### src/rtl/spike_event_logger.sv
// Spike event logger: timestamps non-zero spike vectors into a FWFT FIFO and
// keeps saturating per-neuron spike counters plus drop/overflow bookkeeping.
module spike_event_logger #(
  parameter int NUM_NEURONS = 4,
  parameter int TS_WIDTH    = 16,
  parameter int FIFO_DEPTH  = 8,
  parameter int CNT_WIDTH   = 16,
  parameter int DROP_WIDTH  = 8
) (
  input  logic                             sclk,
  input  logic                             rst_n,
  input  logic                             clr,
  input  logic                             en,
  input  logic [NUM_NEURONS-1:0]           spikes_in,
  output logic                             evt_valid,
  input  logic                             evt_ready,
  output logic [TS_WIDTH+NUM_NEURONS-1:0]  evt_data,
  output logic [$clog2(FIFO_DEPTH):0]      fifo_count,
  output logic                             overflow,
  output logic [DROP_WIDTH-1:0]            drop_count,
  output logic [NUM_NEURONS*CNT_WIDTH-1:0] spike_count
);

  localparam int AW = $clog2(FIFO_DEPTH);
  localparam int CW = AW + 1;
  localparam int DW = TS_WIDTH + NUM_NEURONS;

  logic [DW-1:0]        mem [FIFO_DEPTH];
  logic [AW-1:0]        wr_ptr;
  logic [AW-1:0]        rd_ptr;
  logic [CW-1:0]        count;
  logic [TS_WIDTH-1:0]  ts;
  logic [CNT_WIDTH-1:0] cnt [NUM_NEURONS];

  logic push_req;
  logic full;
  logic pop;
  logic push;
  logic drop;

  assign push_req = en && (spikes_in != '0);
  assign full     = (count == CW'(FIFO_DEPTH));
  assign pop      = (count != '0) && evt_ready;
  // A pop in the same cycle frees the slot, so a full FIFO can still accept.
  assign push     = push_req && (!full || pop);
  assign drop     = push_req && full && !pop;

  assign evt_valid  = (count != '0);
  assign evt_data   = evt_valid ? mem[rd_ptr] : '0;
  assign fifo_count = count;

  for (genvar g = 0; g < NUM_NEURONS; g++) begin : g_pack
    assign spike_count[g*CNT_WIDTH +: CNT_WIDTH] = cnt[g];
  end

  // Storage needs no reset: visibility is governed entirely by count.
  always_ff @(posedge sclk) begin
    if (!clr && push) begin
      mem[wr_ptr] <= {ts, spikes_in};
    end
  end

  always_ff @(posedge sclk or negedge rst_n) begin
    if (!rst_n) begin
      wr_ptr     <= '0;
      rd_ptr     <= '0;
      count      <= '0;
      ts         <= '0;
      overflow   <= 1'b0;
      drop_count <= '0;
    end else if (clr) begin
      wr_ptr     <= '0;
      rd_ptr     <= '0;
      count      <= '0;
      ts         <= '0;
      overflow   <= 1'b0;
      drop_count <= '0;
    end else begin
      if (en) begin
        ts <= ts + TS_WIDTH'(1);
      end
      if (push) begin
        wr_ptr <= wr_ptr + AW'(1);
      end
      if (pop) begin
        rd_ptr <= rd_ptr + AW'(1);
      end
      case ({push, pop})
        2'b10:   count <= count + CW'(1);
        2'b01:   count <= count - CW'(1);
        default: count <= count;
      endcase
      if (drop) begin
        overflow <= 1'b1;
        if (drop_count != '1) begin
          drop_count <= drop_count + DROP_WIDTH'(1);
        end
      end
    end
  end

  always_ff @(posedge sclk or negedge rst_n) begin
    if (!rst_n) begin
      for (int unsigned i = 0; i < NUM_NEURONS; i++) begin
        cnt[i] <= '0;
      end
    end else if (clr) begin
      for (int unsigned i = 0; i < NUM_NEURONS; i++) begin
        cnt[i] <= '0;
      end
    end else if (en) begin
      for (int unsigned i = 0; i < NUM_NEURONS; i++) begin
        if (spikes_in[i] && (cnt[i] != '1)) begin
          cnt[i] <= cnt[i] + CNT_WIDTH'(1);
        end
      end
    end
  end

endmodule

### config.mk
export PLATFORM = sky130hd
export DESIGN_NAME = spike_event_logger
export DESIGN_NICKNAME = d
export VERILOG_FILES = /design/src/rtl/spike_event_logger.sv
export SDC_FILE = /design/constraint.sdc
export NUM_CORES = 1
export LEC_CHECK = 0
export BUFFER_PORTS_ARGS = -buffer_cell sky130_fd_sc_hd__buf_2
export CORE_MARGIN = 1
export CORE_UTILIZATION = 25
export DETAILED_ROUTE_END_ITERATION = 6
export PLACE_DENSITY = 0.45
export SYNTH_ARGS = -nofsm -noshare
export SYNTH_HDL_FRONTEND = slang
export SYNTH_SLANG_ARGS = --single-unit
### constraint.sdc
create_clock -name sclk -period 8.3 [get_ports sclk]
set_input_delay 1.66 -clock sclk [delete_from_list [all_inputs] [get_ports sclk]]
set_output_delay 1.66 -clock sclk [all_outputs]
set_load 0.02 [all_outputs]
==> impl_metrics.tcl, run 1 <==
set metrics [dict create \
    outcome "finished, final reports clean" \
    synth.most_common_cell "edfxtp_1" \
    hold_start "overflow" \
    required_ns 6.64 \
    startpoint "rd_ptr[0]" \
    fp-row-count 78 \
    wl_met1_mm 13.5 \
    grt_use_total_pct 12.3 \
    muxShareOfSynthArea_pct 12.5 \
    synth-simple-area-share_pct 14.5 \
    synth_commonest_cells "edfxtp_1 (160), dfrtp_1 (99), nor2_1 (87)" \
    cpLargestDelayFamily "multiplexers" \
    rr_worst_depth 4 \
    synth_top_family_by_area "simple AND/OR/NAND/NOR gates" \
    wire_per_inst_um 18.3 \
    clock-root-buffer "clkbuf_16" \
    initial_core_util_pct 25.6 \
    synth_xor_area_share_pct 1.20 \
    die_height_um 219 \
    finalMaxSlewViolations 0 \
    synthToLayoutAreaGrowth_pct 19.4 \
    p_leak_nw 5.04 \
    port_buffers 106 \
    fp.dieArea_mm2 0.0478 \
    grt_max_degree 69 \
    fin_util_pct 30.6 \
    clock_path_buffers 3 \
    avgSynthCellArea_um2 13.3 \
    timing.fmax_mhz 226 \
    synth_cell_type_count 50 \
    path_buf_inv 2 \
    cts_buffers 30 \
    final_nets 1014 \
    fin_worst_skew_ns 0.00993 \
    cts_tree "yes" \
    ctsResizeCount 0 \
    viasPerCell 4.74 \
    yosys.area.top_type "edfxtp_1" \
    cp-end-kind "primary output" \
    min_path_type "flop to flop" \
    wl_met3_mm 1.58 \
    max_stage_delay_ns 0.67 \
    synth_top_area_share_pct 41.0 \
    ys.flop_type "edfxtp_1" \
    pin_count 107 \
    drtPass1Iterations 4 \
    rsz0062_at_grt "false" \
    synthesis.area_mm2 0.0117 \
    dp_hpwl_mm 18.7 \
    ctsHoldBuffers 0 \
    synth_nets 904 \
    grt-ovfl-total 0 \
    ff2ff_setup_slack_ns 5.51 \
    htreeDepth 1 \
    setup_violations 0 \
    drive_gt1_share_pct 25.0 \
    num_vias 7657 \
    hold_viol 0 \
    dieWidth_um 219 \
    synth_compound_area_share_pct 6.51 \
    setup_tns_ns 0 \
    reg2reg_from "fifo_count[0]" \
    max_slew_margin_pct 17.0 \
    synth_cells 884 \
    core_area_mm2 0.0458 \
    power_density_mw_per_mm2 241 \
    drv_cap 0 \
    cts_setup_buffers 0 \
    tightest_slew_ns 1.23 \
    holdPathStages 2 \
    clk_latency_ns 0.56 \
    ir_worst_vdd_mv 0.159 \
    synth_area_leaders "edfxtp_1 (41%), dfrtp_1 (21%), mux4_2 (7.7%)" \
    synth-seq-cells 259 \
    cts_sinks 259 \
    start_kind "flop" \
    yosys.area_share.adder_pct 1.24 \
    period_share_pct 53.4 \
    reg2reg_to "mem[6][14]" \
    gp_congestion 0.704 \
    grt_pass1_wl_mm 45.7 \
    wl_met2_mm 13.9 \
    drt_iter0_drc 298 \
    crit_chain "buf_4 > mux4_2 > mux2i_1 > nor2_1 > buf_2" \
    n_antenna_cell 0 \
    grt_pass1_vias 7630 \
    min_to "overflow" \
    antenna_left 0 \
    crit_type "flop to primary output" \
    cts.clk_slew.worst_paths_ns 0.06 \
    yosysWarnings 0 \
    topRoutingLayerUsed "met5" \
    fin_crit_ns 4.43 \
    grt_antenna_before_repair 1 \
    synth_edf_count 160 \
    synthArstFlopShare_pct 38.2 \
    worstPathArrival_ns 2.77 \
    drt_wl_total_mm 29.5 \
    yosysSeqAreaShare_pct 62.1 \
    drc 0 \
    cpMaxStageDelayCell "buf_4" \
    cp_max_fo 40 \
]
registers in the layout, summed over array words and instances, names as in the netlist:
| signal | flops |
|---|---|
| ts | 16 |
| rd_ptr | 3 |
| drop_count | 8 |
| spike_count | 64 |
| mem | 160 |
| wr_ptr | 3 |
| fifo_count | 4 |
| overflow | 1 |
power by group:
part | switching [mW] | total (mW) | internal [mW] | leakage [nW]
clock network | 0.529 | 1.36 | 0.834 | 0.497
registers | 0.0440 | 1.44 | 1.40 | 2.79
logic | 0.359 | 0.574 | 0.215 | 1.75
total | 0.932 | 3.38 | 2.45 | 5.04
metrics by stage:
| step | worst slack [ns] | std cells | power, mW | hold WS (ns) | cell area, um^2 |
|---|---|---|---|---|---|
| floorplan | 3.76 | 884 | 1.85 | 0.546 | 11700 |
| global route | 3.67 | 1616 | 3.54 | 0.556 | 14000 |
| CTS | 3.75 | 1616 | 3.45 | 0.520 | 14000 |
| finish | 3.87 | 1616 | 3.38 | 0.511 | 14000 |
| global placement | 3.91 | 1562 | 2.06 | 0.485 | 13000 |
| detailed placement | 3.86 | 1562 | 2.07 | 0.504 | 13000 |
cells by family after synthesis:
family,count (synthesis)
flops,259
fa+ha+maj,11
mux,93
simple gates,326
compound gates,121
buf+inv,58
xor+xnor,16
area by class of cell:
cell class	count	area, um^2
Inverter	15	56.3
Clock buffer	37	798
Multi-Input combinational cell	567	4250
Tap cell	600	751
Timing Repair Buffer	121	648
Fill cell	4601	31800
Sequential cell	259	7280
Clock inverter	17	213
tightest hold or removal path, stage by stage, from the launching register on:
cell and delay, ns:
dfrtp_1 0.35, nor2_1 0.05, nor2_1 0.07
cells in the final DEF (no fill, tap or decap), types with 4 or more instances in the layout:
master / netlist / routed
o41ai_1: 9 / 9
buf_4: 0 / 17
xnor2_1: 7 / 7
o21ai_0: 21 / 21
clkbuf_16: 0 / 31
mux2i_1: 27 / 27
or4_1: 22 / 22
nand4_1: 22 / 22
bufinv_16: 0 / 5
ha_1: 10 / 10
xor2_1: 9 / 9
buf_2: 5 / 104
nor4_1: 16 / 14
mux2_2: 26 / 26
and4_1: 7 / 7
and3_1: 7 / 7
or3_1: 17 / 17
inv_1: 15 / 15
dfrtp_1: 99 / 97
o21a_1: 5 / 5
nor2b_1: 25 / 25
nand2_1: 48 / 48
nand3_1: 37 / 37
a21oi_1: 49 / 49
o31a_1: 4 / 4
nor2_2: 0 / 7
edfxtp_1: 160 / 160
or2_2: 6 / 6
clkbuf_1: 30 / 6
nor3_1: 18 / 16
mux4_2: 40 / 40
clkinv_2: 0 / 7
nor2_1: 87 / 80
a211oi_1: 7 / 7
o31ai_1: 13 / 13
metal layers:
metal  up-vias  GRT usage, %
met3        35          2.96
met5         -             0
met1      3875          16.5
li1       3617             -
met4         2          2.98
met2       128          19.9
how the worst max path moves through the flow:
| stage | to | slack, ns | depth (start not counted) |
|---|---|---|---|
| 3_3_place_gp | mem[6][13] | 3.91 | 5 |
| 3_5_place_dp | mem[6][14] | 3.86 | 5 |
| 5_1_grt | evt_data[5] | 3.67 | 5 |
| 6_report | evt_data[15] | 3.87 | 5 |
| 2_1_floorplan | mem[0][0] | 3.76 | 5 |
| 4_1_cts | evt_data[3] | 3.75 | 5 |
(Power assumes the default switching activity.)
==> run 2, diff against run 1 <==
ABC_AREA = 1   (was not set)
PLACE_DENSITY = 0.46   (was 0.45)
clock period = 3.65 ns   (was 8.3 ns; I/O delays follow)
==> impl_metrics.tcl, run 2 <==
set metrics [dict create \
    clock-root-buffer "clkbuf_16" \
    grt_max_degree 82 \
    power_density_mw_per_mm2 560 \
    cp-end-kind "primary output" \
    pre_cts_ws_ns 0.943 \
    synth_xor_area_share_pct 2.29 \
    synth-simple-area-share_pct 26.6 \
    cts_tree "yes" \
    regArea_mm2 0.00728 \
    crit_type "flop to primary output" \
    drive_gt1_share_pct 14.5 \
    multi_input_comb_area_mm2 0.00473 \
    ir_worst_vdd_mv 0.384 \
    synth_edf_count 160 \
    htreeDepth 1 \
    yosysWarnings 0 \
    synth_top_family_by_area "simple AND/OR/NAND/NOR gates" \
    fp-row-count 82 \
    wire_per_inst_um 15.2 \
    synthArstFlopShare_pct 38.2 \
    final_nets 1511 \
    pin_count 107 \
    period_share_pct 90.2 \
    cts.clk_slew.worst_paths_ns 0.06 \
    hold_viol 0 \
    synth_nets 1414 \
    gp_congestion 0.765 \
    cts_sinks 259 \
    yosysSeqAreaShare_pct 57.6 \
    n_antenna_cell 0 \
    worstPathArrival_ns 2.56 \
    core_area_mm2 0.0501 \
    yosys.area_share.adder_pct 1.15 \
    min_path_type "input pin to async pin" \
    start_kind "flop" \
    avgSynthCellArea_um2 9.07 \
    yosys.area.top_type "edfxtp_1" \
    dp_hpwl_mm 21.0 \
    setup_violations 0 \
    drt_wl_total_mm 33.2 \
    synth-seq-cells 259 \
    fin_cells 2188 \
    ctsHoldBuffers 0 \
    clk_latency_ns 0.58 \
    die_height_um 227 \
    synthesis.area_mm2 0.0126 \
    timing.fmax_mhz 304 \
    layout_setup_ws_ns 0.358 \
    grt_pass1_wl_mm 53.1 \
    placed_cells 2130 \
    top_register "mem" \
    rsz0062_at_grt "false" \
    fin_worst_skew_ns 0.00896 \
    tightest_slew_ns 0.833 \
    num_vias 9760 \
    dieWidth_um 227 \
    grt_pass1_vias 9387 \
    largest_reg_flops 160 \
    cts_setup_buffers 0 \
    drt_iter0_drc 568 \
    synth_commonest_cells "nor2_1 (285), nand2_1 (237), edfxtp_1 (160)" \
    synth_area_leaders "edfxtp_1 (38%), dfrtp_1 (20%), nor2_1 (8.5%)" \
    muxShareOfSynthArea_pct 0 \
    synth_compound_area_share_pct 7.21 \
    port_buffers 106 \
    final_common_cell "nor2_1" \
    fp.dieArea_mm2 0.0515 \
    ctsResizeCount 0 \
    synth_top_area_share_pct 38.0 \
    clock_path_buffers 3 \
    max_slew_margin_pct 44.5 \
    setup_tns_ns 0 \
    mostFrequentLayoutCells "nor2_1 (277), nand2_1 (237), edfxtp_1 (160)" \
    grt_use_total_pct 13.0 \
    drv_cap 0 \
    finalMaxSlewViolations 0 \
    initial_core_util_pct 25.3 \
    synth.most_common_cell "nor2_1" \
    required_ns 2.92 \
    antenna_left 0 \
    cp_max_fo 81 \
    synthToLayoutAreaGrowth_pct 18.6 \
    p_leak_nw 6.22 \
    synth_cell_type_count 34 \
    drc 0 \
    fin_crit_ns 3.29 \
    ys.flop_type "edfxtp_1" \
    drtPass1Iterations 5 \
    grt-ovfl-total 0 \
    grt_antenna_before_repair 0 \
    cts_buffers 31 \
    outcome "finished, final reports clean" \
    fill_cells 5337 \
    synth_cells 1394 \
    viasPerCell 4.46 \
    p_total_mw 8.40 \
    fin_util_pct 30.0 \
]
## run 2: cell types whose count changed after synthesis, sizes merged, moves of 20 or more
| cell | delta |
|---|---|
| nand3 | +96 |
| mux2 | -26 |
| nand3b | +28 |
| a21oi | -37 |
| nor2b | -25 |
| xor2 | +20 |
| mux2i | -27 |
| nor2 | +206 |
| or4 | -22 |
| mux4 | -40 |
| o21ai | +138 |
| inv | +72 |
| nand2 | +206 |
## run 2: area by class of cell
type	instances	share of cell area, %
multi-input combinational	985	31.5
clock buffer	41	5.76
inverter	87	2.26
sequential	259	48.6
clock inverter	17	1.32
tap	672	5.61
timing repair buffer	127	4.94
## run 2: where the power goes
| group | switching [mW] | total [mW] | internal [mW] |
|---|---|---|---|
| Combinational | 1.35 | 1.92 | 0.577 |
| Sequential | 0.0905 | 3.26 | 3.17 |
| Clock | 1.28 | 3.22 | 1.94 |
## run 2: kinds of logic (layout without fill, tap and decap cells)
family | count (synthesis) | count (layout)
DFF | 259 | 259
buffers and inverters | 150 | 272
and+or+nand+nor | 763 | 763
AOI/OAI and AO/OA | 178 | 178
adders and majority gates | 11 | 11
xor gates and xnor gates | 33 | 33
## run 2: path summary, 6_finish.rpt
path	start	end	slack, ns	cells after the start
setup / recovery	rd_ptr[0]	evt_data[4]	0.36	8
hold / removal	rst_n	spike_count[2]	0.06	1
setup reg to reg	fifo_count[0]	fifo_count[3]	1.13	14
hold reg to reg	overflow	overflow	0.51	2
max in group asynchronous	rst_n	rd_ptr[0]	2.87	2
min in group sclk	overflow	overflow	0.51	2
## run 2: metal layers
| layer | global-route usage, % | share of wire, % | vias to the layer above | routed length, um |
|---|---|---|---|---|
| met5 | 0 | 0 | - | 0 |
| met4 | 2.77 | 1.7 | 0 | 551 |
| met3 | 2.46 | 4.8 | 35 | 1590 |
| met2 | 21.5 | 47 | 187 | 15700 |
| met1 | 17.6 | 46 | 4642 | 15400 |
| li1 | - | - | 4896 | - |
## run 2: through the flow
stage	hold slack (ns)	cell area, um^2
after floorplan	0.434	12600
after global placement	0.484	13900
after detailed placement	0.502	13900
after CTS	0.0277	15000
after global routing	0.0593	15000
final	0.0599	15000
## run 2: worst max-delay path, stage by stage (launching register included)
cell and delay (ns):
dfrtp_2 0.36, buf_4 0.66, nor2_1 0.13, nor2_1 0.12, o21ai_0 0.09, o21ai_1 0.11, nor2_1 0.05, nor2_1 0.24
buf_2 0.22
==> run 3, diff against run 2 <==
PLACE_DENSITY = 0.45   (was 0.46)
clock period = 3.8 ns   (was 3.65 ns; I/O delays follow)
==> impl_metrics.tcl, run 3 (synthesized netlist as in run 2, its figures left out) <==
set metrics [dict create \
    wl_met3_mm 1.60 \
    pin_count 107 \
    cts.clk_slew.worst_paths_ns 0.06 \
    clock_path_buffers 3 \
    setup_tns_ns 0 \
    cpMaxStageDelayCell "dfrtp_2" \
    ff2ff_setup_slack_ns 1.41 \
    timing.fmax_mhz 294 \
    die_height_um 227 \
    fin_worst_skew_ns 0.0194 \
    cts_tree "yes" \
    clock-root-buffer "clkbuf_16" \
    cpMostUsedCell "o21ai_0" \
    drtPass1Iterations 5 \
    ctsHoldBuffers 0 \
    p_leak_nw 6.25 \
    power.share.clock_pct 39.3 \
    grt_use_total_pct 13.4 \
    dp_hpwl_mm 21.6 \
    drv_cap 0 \
    gp_congestion 0.761 \
    period_share_pct 89.6 \
    max_slew_margin_pct 30.8 \
    initial_core_util_pct 25.3 \
    wl_met2_mm 15.7 \
    grt_pass1_vias 9397 \
    drc 0 \
    internal_power_mw 5.64 \
    fp.dieArea_mm2 0.0515 \
    cts_setup_buffers 0 \
    outcome "finished, final reports clean" \
    power_density_mw_per_mm2 550 \
    fp-row-count 82 \
    wl_met1_mm 16.5 \
    grt_antenna_before_repair 0 \
    port_buffers 106 \
    drt_iter0_drc 470 \
    crit_chain "buf_12 > o21ai_0 > o21ai_1 > o21ai_0 > nor2_1 > buf_2" \
    n_antenna_cell 0 \
    largest_reg_flops 160 \
    rsz0062_at_grt "false" \
    finalMaxSlewViolations 0 \
    required_ns 3.04 \
    max_stage_delay_ns 1.02 \
    grt_pass1_wl_mm 54.0 \
    tightest_slew_ns 1.04 \
    cts_buffers 31 \
    final_nets 1511 \
    hold_ws_ns 0.197 \
    ctsResizeCount 0 \
    worstPathArrival_ns 2.64 \
    viasPerCell 4.51 \
    mostFrequentLayoutCells "nor2_1 (277), nand2_1 (237), edfxtp_1 (160)" \
    synthToLayoutAreaGrowth_pct 19.4 \
    wire_per_inst_um 15.7 \
    reg2reg_from "fifo_count[0]" \
    cts_sinks 259 \
    ir_worst_vdd_mv 0.298 \
    start_kind "flop" \
    combPwrFrac_pct 22.4 \
    fin_cells 2188 \
    core_area_mm2 0.0501 \
    cp-end-kind "primary output" \
    topRoutingLayerUsed "met4" \
    dieWidth_um 227 \
    antenna_left 0 \
    grt_max_degree 82 \
    swShare_pct 32.1 \
    grt-ovfl-total 0 \
    drive_gt1_share_pct 14.6 \
    placed_cells 2130 \
    drt_wl_total_mm 34.3 \
    p_seq_share_pct 38.2 \
    top_register "mem" \
    crit_type "flop to primary output" \
    hold_viol 0 \
    p_sw_mw 2.66 \
    min_path_type "input pin to async pin" \
    final_common_cell "nor2_1" \
    fin_crit_ns 3.40 \
    htreeDepth 1 \
    setup_violations 0 \
    startpoint "rd_ptr[1]" \
    clk_latency_ns 0.59 \
    cp_max_fo 53 \
    num_vias 9873 \
]
## run 3: area by class of cell
type | count | area (um^2)
clock buffer | 32 | 779
fill | 5347 | 35000
clock inverter | 26 | 342
multi-input combinational | 985 | 4730
sequential | 259 | 7280
timing repair buffer | 127 | 778
inverter | 87 | 339
tap | 672 | 841
## run 3: critical path, delay by kind of cell, from the launching register on
family	cells	cell delay [ns]
flops	1	1.02
buf+inv	2	0.49
compound gates	3	0.31
simple gates	1	0.21
## run 3: worst paths after layout
check	to	depth (start not counted)
min reg2reg	overflow	2
min in group sclk	overflow	2
min	spike_count[4]	1
max	evt_data[4]	6
max reg2reg	fifo_count[3]	13
max in group asynchronous	spike_count[18]	2
## run 3: through the flow
stage | setup WS, ns | power, mW | util, % | instance area (um^2)
final | 0.397 | 8.30 | 30.1 | 15100
after CTS | 0.385 | 8.47 | 30.1 | 15100
after floorplan | 1.13 | 4.44 | - | 12600
after detailed placement | 1.03 | 5.14 | 27.9 | 14000
after global routing | 0.190 | 8.78 | 30.1 | 15100
after global placement | 1.03 | 5.13 | 27.9 | 14000
## run 3: per-layer routing
| layer | up-vias | GRT usage (%) |
|---|---|---|
| met3 | 40 | 2.71 |
| li1 | 4908 | - |
| met4 | 0 | 2.64 |
| met5 | - | 0 |
| met2 | 183 | 21.6 |
| met1 | 4742 | 18.4 |
## run 3: power groups by stage
stage | Clock (mW) | Sequential (mW) | Combinational [mW]
5_1_grt | 3.48 | 3.19 | 2.12
4_1_cts | 3.38 | 3.18 | 1.91
3_3_place_gp | 0 | 3.23 | 1.90
6_report | 3.27 | 3.18 | 1.86
3_5_place_dp | 0 | 3.23 | 1.90
2_1_floorplan | 0 | 3.16 | 1.27
